## src/rtl/lanceur_ctrl_pkg.sv

```systemverilog
// Shared definitions for the dice-roller controller: state encoding, die face table and
// display codes used by the downstream seven-segment translator.
package lanceur_ctrl_pkg;

    typedef enum logic [1:0] {
        StChoix  = 2'd0,
        StLance  = 2'd1,
        StResult = 2'd2
    } etat_t;

    localparam int unsigned NbFaces   = 8;
    localparam int unsigned CntWidth  = 7;
    localparam int unsigned PrescBits = 20;

    // Entry 0 sits in the least significant slot.
    localparam logic [NbFaces-1:0][CntWidth-1:0] FaceTable = {
        7'd100, 7'd30, 7'd20, 7'd12, 7'd10, 7'd8, 7'd6, 7'd4
    };

    localparam logic [2:0] FaceIdxReset = 3'd1;

    localparam logic [3:0] DispCodeZero  = 4'd10;
    localparam logic [3:0] DispCodeD     = 4'd11;
    localparam logic [3:0] DispCodeBlank = 4'd12;

    function automatic logic [CntWidth-1:0] face_value(input logic [2:0] idx);
        return FaceTable[idx];
    endfunction

endpackage

```

## src/rtl/detect_front.sv

```systemverilog
// Edge detector for a synchronous, debounced button level. The previous value resets to 1 so
// a button held through reset does not look like a fresh press.
module detect_front (
    input  logic clk,
    input  logic rst,
    input  logic sig,
    output logic rising,
    output logic falling
);

    logic prev_q;

    always_ff @(posedge clk) begin
        if (rst) begin
            prev_q <= 1'b1;
        end else begin
            prev_q <= sig;
        end
    end

    assign rising  = sig & ~prev_q;
    assign falling = ~sig & prev_q;

endmodule

```

## src/rtl/lanceur_ctrl.sv

```systemverilog
// Dice-roller controller: face selection, animated roll while the roll button is held,
// and result latching on release. All outputs come straight from registers.
module lanceur_ctrl
    import lanceur_ctrl_pkg::*;
#(
    parameter int unsigned PRESC = 250000
) (
    input  logic       CLK,
    input  logic       RST,
    input  logic       BP_Sel,
    input  logic       BP_Lance,
    output logic [6:0] NB_Face,
    output logic [6:0] Resultat,
    output logic       Aff_Mode,
    output logic       Roulement
);

    localparam logic [PrescBits-1:0] PrescLast = PrescBits'(PRESC - 1);

    logic sel_rise;
    logic unused_sel_fall;
    logic lance_rise;
    logic lance_fall;

    detect_front u_front_sel (
        .clk     (CLK),
        .rst     (RST),
        .sig     (BP_Sel),
        .rising  (sel_rise),
        .falling (unused_sel_fall)
    );

    detect_front u_front_lance (
        .clk     (CLK),
        .rst     (RST),
        .sig     (BP_Lance),
        .rising  (lance_rise),
        .falling (lance_fall)
    );

    etat_t                 state_q;
    logic [2:0]            face_idx_q;
    logic [CntWidth-1:0]   nb_face_q;
    logic [CntWidth-1:0]   resultat_q;
    logic [CntWidth-1:0]   cnt_q;
    logic [PrescBits-1:0]  presc_q;
    logic                  aff_mode_q;
    logic                  roulement_q;

    always_ff @(posedge CLK) begin
        if (RST) begin
            state_q     <= StChoix;
            face_idx_q  <= FaceIdxReset;
            nb_face_q   <= face_value(FaceIdxReset);
            resultat_q  <= '0;
            cnt_q       <= 7'd1;
            presc_q     <= '0;
            aff_mode_q  <= 1'b0;
            roulement_q <= 1'b0;
        end else begin
            unique case (state_q)
                StChoix: begin
                    // A roll request beats a simultaneous face change.
                    if (lance_rise) begin
                        state_q     <= StLance;
                        cnt_q       <= 7'd1;
                        presc_q     <= '0;
                        resultat_q  <= 7'd1;
                        aff_mode_q  <= 1'b1;
                        roulement_q <= 1'b1;
                    end else if (sel_rise) begin
                        face_idx_q <= face_idx_q + 3'd1;
                        nb_face_q  <= face_value(face_idx_q + 3'd1);
                    end
                end

                StLance: begin
                    if (lance_fall) begin
                        resultat_q  <= cnt_q;
                        state_q     <= StResult;
                        roulement_q <= 1'b0;
                    end else if (presc_q == PrescLast) begin
                        presc_q    <= '0;
                        resultat_q <= cnt_q;
                    end else begin
                        presc_q <= presc_q + 1'b1;
                    end
                    cnt_q <= (cnt_q >= nb_face_q) ? 7'd1 : cnt_q + 7'd1;
                end

                StResult: begin
                    if (lance_rise) begin
                        state_q     <= StLance;
                        cnt_q       <= 7'd1;
                        presc_q     <= '0;
                        resultat_q  <= 7'd1;
                        aff_mode_q  <= 1'b1;
                        roulement_q <= 1'b1;
                    end else if (sel_rise) begin
                        state_q    <= StChoix;
                        resultat_q <= '0;
                        aff_mode_q <= 1'b0;
                    end
                end

                default: begin
                    state_q     <= StChoix;
                    roulement_q <= 1'b0;
                    aff_mode_q  <= 1'b0;
                    resultat_q  <= '0;
                end
            endcase
        end
    end

    assign NB_Face   = nb_face_q;
    assign Resultat  = resultat_q;
    assign Aff_Mode  = aff_mode_q;
    assign Roulement = roulement_q;

endmodule
```

## config.mk

```make
export PLATFORM = sky130hd
export DESIGN_NAME = lanceur_ctrl
export DESIGN_NICKNAME = d
export VERILOG_FILES = /design/src/rtl/lanceur_ctrl_pkg.sv /design/src/rtl/detect_front.sv /design/src/rtl/lanceur_ctrl.sv
export SDC_FILE = /design/constraint.sdc
export NUM_CORES = 1
export LEC_CHECK = 0
export CORE_UTILIZATION = 35
export DETAILED_ROUTE_END_ITERATION = 8
export GPL_ROUTABILITY_DRIVEN = 0
export PLACE_DENSITY = 0.5
export SETUP_SLACK_MARGIN = 0.3
export SLEW_MARGIN = 20
export SYNTH_ARGS = -nofsm -noshare
export SYNTH_HDL_FRONTEND = slang
export SYNTH_SLANG_ARGS = --single-unit
```

## constraint.sdc

```tcl
create_clock -name CLK -period 2 [get_ports CLK]
set_clock_uncertainty 0.2 [all_clocks]
set_input_delay 0.5 -clock CLK [delete_from_list [all_inputs] [get_ports CLK]]
set_output_delay 0.5 -clock CLK [all_outputs]
set_load 0.01 [all_outputs]
```

* Word level (Yosys, flattened, before mapping)
Memory sizes are Yosys's and may differ from the RTL's. A register that Yosys moved wholly into a read port is not among the register bits.
Index checks and enable logic that the tools add are counted.
** Storage, ports and cells
- Register bits after elaboration :: 43
- Logic and storage cells :: 64
- Memories :: 1
- Output and inout port bits :: 16
- Bits of input ports :: 4
- Memory bits (read-only) :: 56
** Memories
- (name not given) :: words 8, width 7, rd ports 1, clocked after Yosys merged registers in 1, write ports 0, RTL line lanceur_ctrl_pkg.sv:27 : return FaceTable[idx];
** Cells by class
- Mux-type cells :: 23
- Bitwise operators :: 8
- Order comparisons :: 1
- Add/subtract/negate cells :: 3
- Equal/unequal tests :: 9
- Reductions and logical operators :: 10
** Operator list (number)
- two-way mux 20 bit :: 3
- two-way mux 7 bit :: 6
- case mux 20 bit (2 select lines) :: 1
- case mux 7 bit (3 select lines) :: 1
- adder 20 x 1 -> 20 bit, second input constant :: 1
- == test 20 x 18 -> 1 bit, second input constant :: 1
- AND reduction 3 bit :: 5
- case mux 7 bit (2 select lines) :: 1
- two-way mux 2 bit :: 4
- adder 7 x 1 -> 7 bit, second input constant :: 1
- >= comparator 7 bit :: 1
- != test 2 bit, second input constant :: 3
- != test 3 bit, second input constant :: 2
- case mux 2 bit (3 select lines) :: 1
- inverter 1 bit :: 5
- two-way mux 1 bit :: 4
- AND reduction 2 bit :: 2
- adder 3 x 1 -> 3 bit, second input constant :: 1
- AND 1 bit :: 3
- case mux 1 bit (3 select lines) :: 1
- == test 2 x 1 -> 1 bit, second input constant :: 1
- == test 2 bit, second input constant :: 1
- zero test 2 bit :: 1
- != test 2 x 1 -> 1 bit, second input constant :: 1
- 3 further kinds :: 3

* Depth between registers and ports, before layout
Gate-level depths: netlist of run 1.
- Depth in word-level cells :: 5
- Depth in mapped cells :: 8
- Depth with buffers taken out :: 7

* Modules after synthesis
From an unflattened synthesis of run 1, not the netlist that was laid out.
** Second synthesis, totals
- Cell total of the unflattened synthesis :: 313
- Area, all modules :: 2576.2 um2
** Modules (own cells, without submodules)
- lanceur_ctrl :: times used 1, sequential area each 920.9 um2, area an instance 2496.1 um2, cells an instance 305
- detect_front :: times used 2, sequential area each 20.0 um2, area an instance 40.0 um2, cells an instance 4

* Worst setup path before layout of run 1
Ideal clock, no wire load.
- Path kind :: register to register
- Start point :: reg presc_q[8]
- End point :: reg resultat_q[1], in the netlist Resultat[1]
- Arrival time :: 1867 ps
- Path buffers :: 1
- Stages on the path, launching flop included :: 7
- Setup slack :: -138 ps
- Clock period less this slack :: 2138 ps
- Required time :: 1729 ps
- Library setup time :: 71 ps
- Cell sequence :: dfxtp_1 > buf_6 > or4_4 > nor4_4 > a21oi_2 > or4_1 > a21oi_1
** Between the ends
- Cells in the longest elaborated chain, start to end :: 3
** RTL lines
- from (decl) :: RTL line lanceur_ctrl.sv:46 : logic [PrescBits-1:0] presc_q;
- from (signal assigned) :: RTL line lanceur_ctrl.sv:86 : presc_q <= presc_q + 1'b1;
- == test 20 x 18 -> 1 bit :: RTL line lanceur_ctrl.sv:82 : end else if (presc_q == PrescLast) begin
- != test 3 bit (no line)
- AND reduction 3 bit (no line)
- to (signal assigned) :: RTL line lanceur_ctrl.sv:79 : resultat_q <= cnt_q;
- to (signal assigned) :: RTL line lanceur_ctrl.sv:84 : resultat_q <= cnt_q;
- to (decl) :: RTL line lanceur_ctrl.sv:44 : logic [CntWidth-1:0] resultat_q;
No other way between the ends.
A chain may end at the register's enable or synchronous reset.

* Final worst setup path of run 1
- Start point :: reg presc_q[5]
- End point :: reg resultat_q[1], in the netlist Resultat[1]
Same word-level chain as after synthesis.

==> run_results.csv, run 1 <==
group,metric,value,unit
routing,wl_per_cell,14.4,µm
cts,clock_latency,0.31,ns
routing,vias_per_cell,5.23,
routing,drtPass1Iterations,4,
floorplanning,fp.coreArea,7210,µm²
synth,synth_area,2600,µm²
synth,yosysTopAreaCell,"dfxtp_1",
setup_path,start_kind,"flip-flop",
floorplanning,dieArea,7780,µm²
timing,fmax,451,MHz
final_layout,drive_gt1_frac,0.366,
synth,synth.top_cells.by_count,"48 x dfxtp_1, 28 x a21oi_1, 27 x nand2_1, 26 x nor2_1, 23 x nand3_1",
floorplanning,io_pins,20,
cts,root_buffer,"clkbuf_8",
global_route,grt_pass1_wl,12.1,mm
power,p_seq_frac,0.509,
placed_design,port_buffers,18,
power,pwr-share-comb,0.124,
power,pwr-share-clk,0.366,
synth,synth-seq-cells,48,
synth,syn_area_per_cell,8.10,µm²
synth,synthTopCellsByArea,"dfxtp_1 37%, a21oi_1 5.4%, ha_1 5.3%, nand3_1 4.4%, nand2_1 3.9%",
synth,yosys_warnings,0,
power,internal_power,1460,µW
cts,cts_tree,"yes",
setup_path,cp_max_fo,5,
routing,drcViolationCount,0,
min_path,hold_path.class,"flip-flop to flip-flop",
cts,cts-buffers-inserted,5,
power,powerDensity,512,nW/µm²
synth,yosysSeqAreaShare,0.370,
routing,dr.first_iter.drc_count,110,
synth,syn_nets,336,
final_layout,fin_nets,405,
status,status,"finished, violations left",
status,violations,"setup timing",
final_layout,final_util,0.525,
synth,synth_cell_types,48,
setup_path,worst-path-buf-inv,0,
global_route,grt-ovfl-total,0,
timing,fin_crit_sh,1.11,
floorplanning,rows,31,
cts,cts.sinks,48,
setup_path,required,2.05,ns
floorplanning,die_height,88.2,µm
cts,clk_pin_slew_worst_paths,0.09,ns
synth,ys.flop_type,"dfxtp_1",
global_route,grt_max_degree,26,
setup_path,worstPathCellList,"or4b_4 > nor4_4 > a21oi_2 > or4_1 > a21oi_1",
setup_path,critPathMaxStageDelay,0.56,ns
routing,vias,2565,
setup_path,cpMaxStageDelayCell,"or4b_4",
cts,ctsLongestPathBuffers,2,
cts,ctsHoldBuffers,0,
setup_path,crit_type,"flip-flop to flip-flop",
cts,htreeDepth,2,
final_layout,diodes,0,
synth,synth_most_common_cell,"dfxtp_1",
global_route,grt_pass1_vias,2460,
global_route,grt_usage,0.199,
timing,worst_slack,-0.219,ns
timing,drv_slew,0,
floorplanning,die_w,88.2,µm
timing,setup_violations,25,
routing,postRouteAntennaNets,0,
synth,netlist.area_leader.share,0.370,
flow_run,drv_cap,0,
synth,async_reset_ff_frac,0,
timing,finalCriticalPeriod,2.22,ns
power,power,1940,µW
floorplanning,floorplan.initialDensity,0.360,
final_layout,areaGrowthSynthToFinish,45.6,%
power,p_switching,480,µW
placed_design,dp_hpwl,4.86,mm
timing,rsz0062_at_grt,"yes",
final_layout,fill_cells,709,
timing,hold_ws,0.284,ns
power,p_sw_frac,0.248,
synth,synth_edf_count,0,
setup_path,critical-path-top-delay-family,"simple AND/OR/NAND/NOR gates",
power,peakVddDrop,315,µV
global_route,antenna_found_initial,0,
setup_path,arrival,2.27,ns
routing,routed_wl,7.05,mm
power,cellLeakagePower,0.00142,µW
setup_path,crit_path_end_kind,"flip-flop",
timing,hold_violations,0,
synth,synth_cells,321,
[final cells by class]
type / instances / area, µm² / area share
Sequential cell: 48 / 975 / 0.257
Tap cell: 99 / 124 / 0.0327
Clock inverter: 2 / 35.0 / 0.00925
Inverter: 12 / 55.1 / 0.0145
Clock buffer: 6 / 72.6 / 0.0192
Timing Repair Buffer: 79 / 684 / 0.181
Multi-Input combinational cell: 244 / 1840 / 0.486
[sequential cells by signal, indices dropped and copies added (netlist names), 2 cells and up]
register	count
presc_q	20
Resultat	7
state_q	2
NB_Face	5
face_idx_q	3
cnt_q	7
[power groups by stage]
stage | logic (µW) | registers [µW] | clock network (µW)
finish | 241 | 987 | 710
global route | 268 | 990 | 782
CTS | 226 | 986 | 720
detailed placement | 204 | 1010 | 0
global placement | 203 | 1010 | 0
floorplan | 113 | 1010 | 0
[cells in the final DEF (no fill, tap or decap), types with 3 or more instances in the layout]
| cell type | instances |
|---|---|
| buf_4 | 46 |
| dfxtp_1 | 37 |
| nand2_1 | 23 |
| nor2_1 | 22 |
| a21oi_1 | 20 |
| dlygate4sd2_1 | 14 |
| buf_6 | 13 |
| nand3_1 | 12 |
| dfxtp_2 | 11 |
| nand4_1 | 11 |
| a31oi_1 | 11 |
| nand3_2 | 10 |
| inv_1 | 8 |
| nand2b_1 | 7 |
| a21oi_2 | 7 |
| o21ai_0 | 6 |
| nand4b_1 | 6 |
| o21ai_1 | 6 |
| mux2i_1 | 6 |
| nor2b_1 | 5 |
| a211oi_1 | 5 |
| or2_2 | 5 |
| ha_1 | 5 |
| ha_4 | 5 |
| clkbuf_8 | 5 |
| a21o_1 | 4 |
| o31a_1 | 4 |
| nor3_1 | 4 |
| and3_1 | 4 |
| nor4_4 | 3 |
| or3_1 | 3 |
| xnor2_1 | 3 |
| nor3b_1 | 3 |
| nand2_2 | 3 |
| or3_4 | 3 |
[kinds of logic (layout without fill, tap and decap cells)]
| logic type | after synthesis | in the layout | share of synthesized area |
|---|---|---|---|
| and+or+nand+nor | 143 | 143 | 0.302 |
| AOI/OAI and AO/OA | 78 | 78 | 0.185 |
| DFF | 48 | 48 | 0.370 |
| buffers and inverters | 29 | 99 | 0.0491 |
| adders and majority gates | 11 | 11 | 0.0529 |
| muxes | 6 | 6 | 0.0231 |
| xor gates and xnor gates | 5 | 5 | 0.0168 |
| other | 1 | 1 | 0.00144 |
[metal layers]
metal / global-route usage / share of wire
met1: 0.267 / 0.47
met2: 0.334 / 0.50
met3: 0.0339 / 0.017
met4: 0.0440 / 0.0078
met5: 0 / 0
[metrics by stage]
step / TNS [ns] / cells / instance area (µm²) / setup slack (ns)
floorplan: -0.0724 / 321 / 2680 / -0.0707
global placement: -13.57 / 470 / 3250 / -0.415
detailed placement: -14.57 / 470 / 3250 / -0.465
CTS: -3.03 / 489 / 3630 / -0.215
global route: -5.94 / 490 / 3790 / -0.310
finish: -3.48 / 490 / 3790 / -0.219
[path summary, 6_finish.rpt]
kind / startpoint / endpoint / slack, ns / depth (start not counted)
max: presc_q[5] / Resultat[1] / -0.22 / 5
min: presc_q[16] / presc_q[16] / 0.28 / 1
max reg2reg: presc_q[5] / Resultat[1] / -0.22 / 5
min reg2reg: presc_q[16] / presc_q[16] / 0.28 / 1
[timing repair]
| item | CTS | global route |
|---|---|---|
| gates cloned | 2 | 0 |
| pin swaps | 27 | 21 |
| endpoints found under the setup margin | 60 | 35 |
| gates resized for setup | 67 | 43 |
| buffers inserted | 9 | 1 |
No activity file was read; power rests on OpenSTA's default activity.
==> inputs of run 2 (changes only) <==
- ABC_CLOCK_PERIOD_IN_PS: not set -> 2000
==> results of run 2 <==
The final DEF is identical to that of run 1; final timing and power are the same.
==> inputs of run 3 (changes only) <==
- ABC_CLOCK_PERIOD_IN_PS: 2000 -> 1950
- CORE_MARGIN: not set -> 4
- clock period: 2 -> 1.95 ns (I/O delays scaled with it)
==> run_results.csv, run 3 (same netlist as run 1, synthesis figures left out) <==
group,metric,value,unit
status,status,"finished, violations left",
status,violations,"setup timing",
routing,wl_per_cell,14.6,µm
setup_path,crit_path_end_kind,"flip-flop",
timing,rsz0062_at_grt,"yes",
placed_design,postPlaceCellArea,3310,µm²
setup_path,setup.worst_path.start,"presc_q[13]",
floorplanning,die_w,94.2,µm
global_route,grt_max_degree,20,
global_route,antenna_found_initial,0,
cts,cts-buffers-inserted,5,
cts,htreeDepth,2,
timing,fmax,451,MHz
setup_path,cp_max_fo,4,
timing,setup_violations,25,
final_layout,layout.cells.non_filler,501,
floorplanning,dieArea,8870,µm²
routing,drtPass1Iterations,6,
power,power,2140,µW
final_layout,multi_input_area,1860,µm²
floorplanning,fp.coreArea,7250,µm²
cts,cts_tree,"yes",
timing,worst_slack,-0.266,ns
placed_design,place_ws,-0.412,ns
setup_path,critical-path-top-delay-family,"simple AND/OR/NAND/NOR gates",
global_route,grt_busiest_layer,"met2",
placed_design,place_inst,477,
setup_path,start_kind,"flip-flop",
routing,dr.first_iter.drc_count,85,
final_layout,fin_nets,417,
cts,clk_pin_slew_worst_paths,0.09,ns
final_layout,areaGrowthSynthToFinish,50.9,%
timing,fin_crit_sh,1.14,
setup_path,worstPathCellList,"or4b_4 > nor4_4 > buf_4 > a211oi_1 > buf_4 > a21o_1 > a22o_1",
setup_path,r2r-start,"presc_q[13]",
global_route,global_route.usage.met3,0.0377,
global_route,grtUsageMet2,0.285,
global_route,grt_usage,0.167,
routing,postRouteAntennaNets,0,
power,peakVddDrop,291,µV
setup_path,crit_top_cell,"buf_4",
setup_path,cpMaxStageDelayCell,"or4b_4",
setup_path,reg2reg_depth,7,
placed_design,port_buffers,18,
setup_path,required,1.95,ns
setup_path,critPathMaxStageDelay,0.57,ns
placed_design,dp_hpwl,5.06,mm
floorplanning,die_height,94.2,µm
global_route,grt_pass1_wl,11.8,mm
setup_path,worst-path-buf-inv,2,
final_layout,regArea,992,µm²
final_layout,drive_gt1_frac,0.415,
setup_path,rr_endpoint,"presc_q[13]",
global_route,grt_pass1_vias,2444,
setup_path,crit_type,"flip-flop to flip-flop",
cts,clock_latency,0.31,ns
final_layout,fill_cells,675,
flow_run,drv_cap,0,
final_layout,regMostFlops,"presc_q",
timing,drv_slew,0,
routing,vias_per_cell,5.19,
routing,vias,2602,
final_layout,final_util,0.541,
cts,root_buffer,"clkbuf_8",
global_route,met1_usage,0.213,
floorplanning,io_pins,20,
final_layout,largest_register_ffs,20,
power,powerDensity,545,nW/µm²
routing,routed_wl,7.31,mm
final_layout,diodes,0,
floorplanning,rows,31,
cts,ctsHoldBuffers,0,
setup_path,arrival,2.22,ns
final_layout,final_common_cell,"buf_4",
floorplanning,floorplan.initialDensity,0.358,
timing,finalCriticalPeriod,2.22,ns
routing,drcViolationCount,0,
timing,hold_violations,0,
setup_path,cp.depth,7,
setup_path,r2r_slack,-0.27,ns
min_path,hold_path.class,"primary input to flip-flop",
global_route,grt-ovfl-total,0,
cts,cts.sinks,48,
cts,ctsLongestPathBuffers,2,
final_layout,layout_common_cells,"57 x buf_4, 29 x dfxtp_1, 23 x nor2_1, 23 x nand2_1, 18 x buf_6",
power,cellLeakagePower,0.00149,µW
final_layout,design_area,3920,µm²
setup_path,endpoint,"presc_q[13]",
[run 3: changes by cell type in the layout (fill, tap and decap cells not counted), sizes merged]
| cell | before | now |
|---|---|---|
| bufinv | 1 | 2 |
| dlygate4sd2 | 14 | 6 |
| buf | 61 | 75 |
| clkbuf | 8 | 7 |
| clkinv | 1 | 0 |
| clkdlybuf4s15 | 1 | 7 |
[run 3: per-stage QoR]
| stage | hold slack (ns) | TNS, ns |
|---|---|---|
| floorplan | 0.244 | -0.578 |
| global placement | 0.258 | -11.54 |
| detailed placement | 0.258 | -12.07 |
| CTS | 0.273 | -3.71 |
| global route | 0.255 | -6.71 |
| finish | 0.262 | -4.25 |
[run 3: area by class of cell]
type / count / area share
clock buffer: 5 / 0.0175
clock inverter: 2 / 0.0153
inverter: 12 / 0.0121
multi-input combinational: 244 / 0.473
sequential: 48 / 0.253
tap: 99 / 0.0316
timing repair buffer: 91 / 0.197
[run 3: worst reg2reg max path, stage by stage, from the launching register on]
cell and delay (ns):
dfxtp_2 0.34, or4b_4 0.57, nor4_4 0.26, buf_4 0.18, a211oi_1 0.07, buf_4 0.16
a21o_1 0.15, a22o_1 0.20
[run 3: how the worst min path moves through the flow]
| stage | startpoint | to | slack [ns] | cells past startpoint |
|---|---|---|---|---|
| after floorplan | presc_q[16] | presc_q[16] | 0.24 | 1 |
| after global placement | NB_Face[4] | NB_Face[4] | 0.26 | 2 |
| after detailed placement | NB_Face[4] | NB_Face[4] | 0.26 | 2 |
| after CTS | NB_Face[4] | NB_Face[4] | 0.27 | 2 |
| after global routing | BP_Lance | u_front_lance.prev_q | 0.25 | 3 |
| final | BP_Lance | u_front_lance.prev_q | 0.26 | 3 |
[run 3: what timing repair did]
item	CTS	global route
gates cloned	2	1
hold endpoints to repair	0	0
pin swaps	21	24
endpoints found under the setup margin	60	48
gates resized for setup	55	82
setup buffers	11	3
[run 3: power breakdown]
group / internal [µW] / total, µW / switching [µW]
registers: 995 / 1010 / 18.5
logic: 130 / 265 / 135
clock network: 505 / 860 / 355
[run 3: metal layers]
layer	wire length [µm]	share of wire
met3	171	0.023
met1	3410	0.47
met5	0	0
met2	3640	0.50
met4	82	0.011
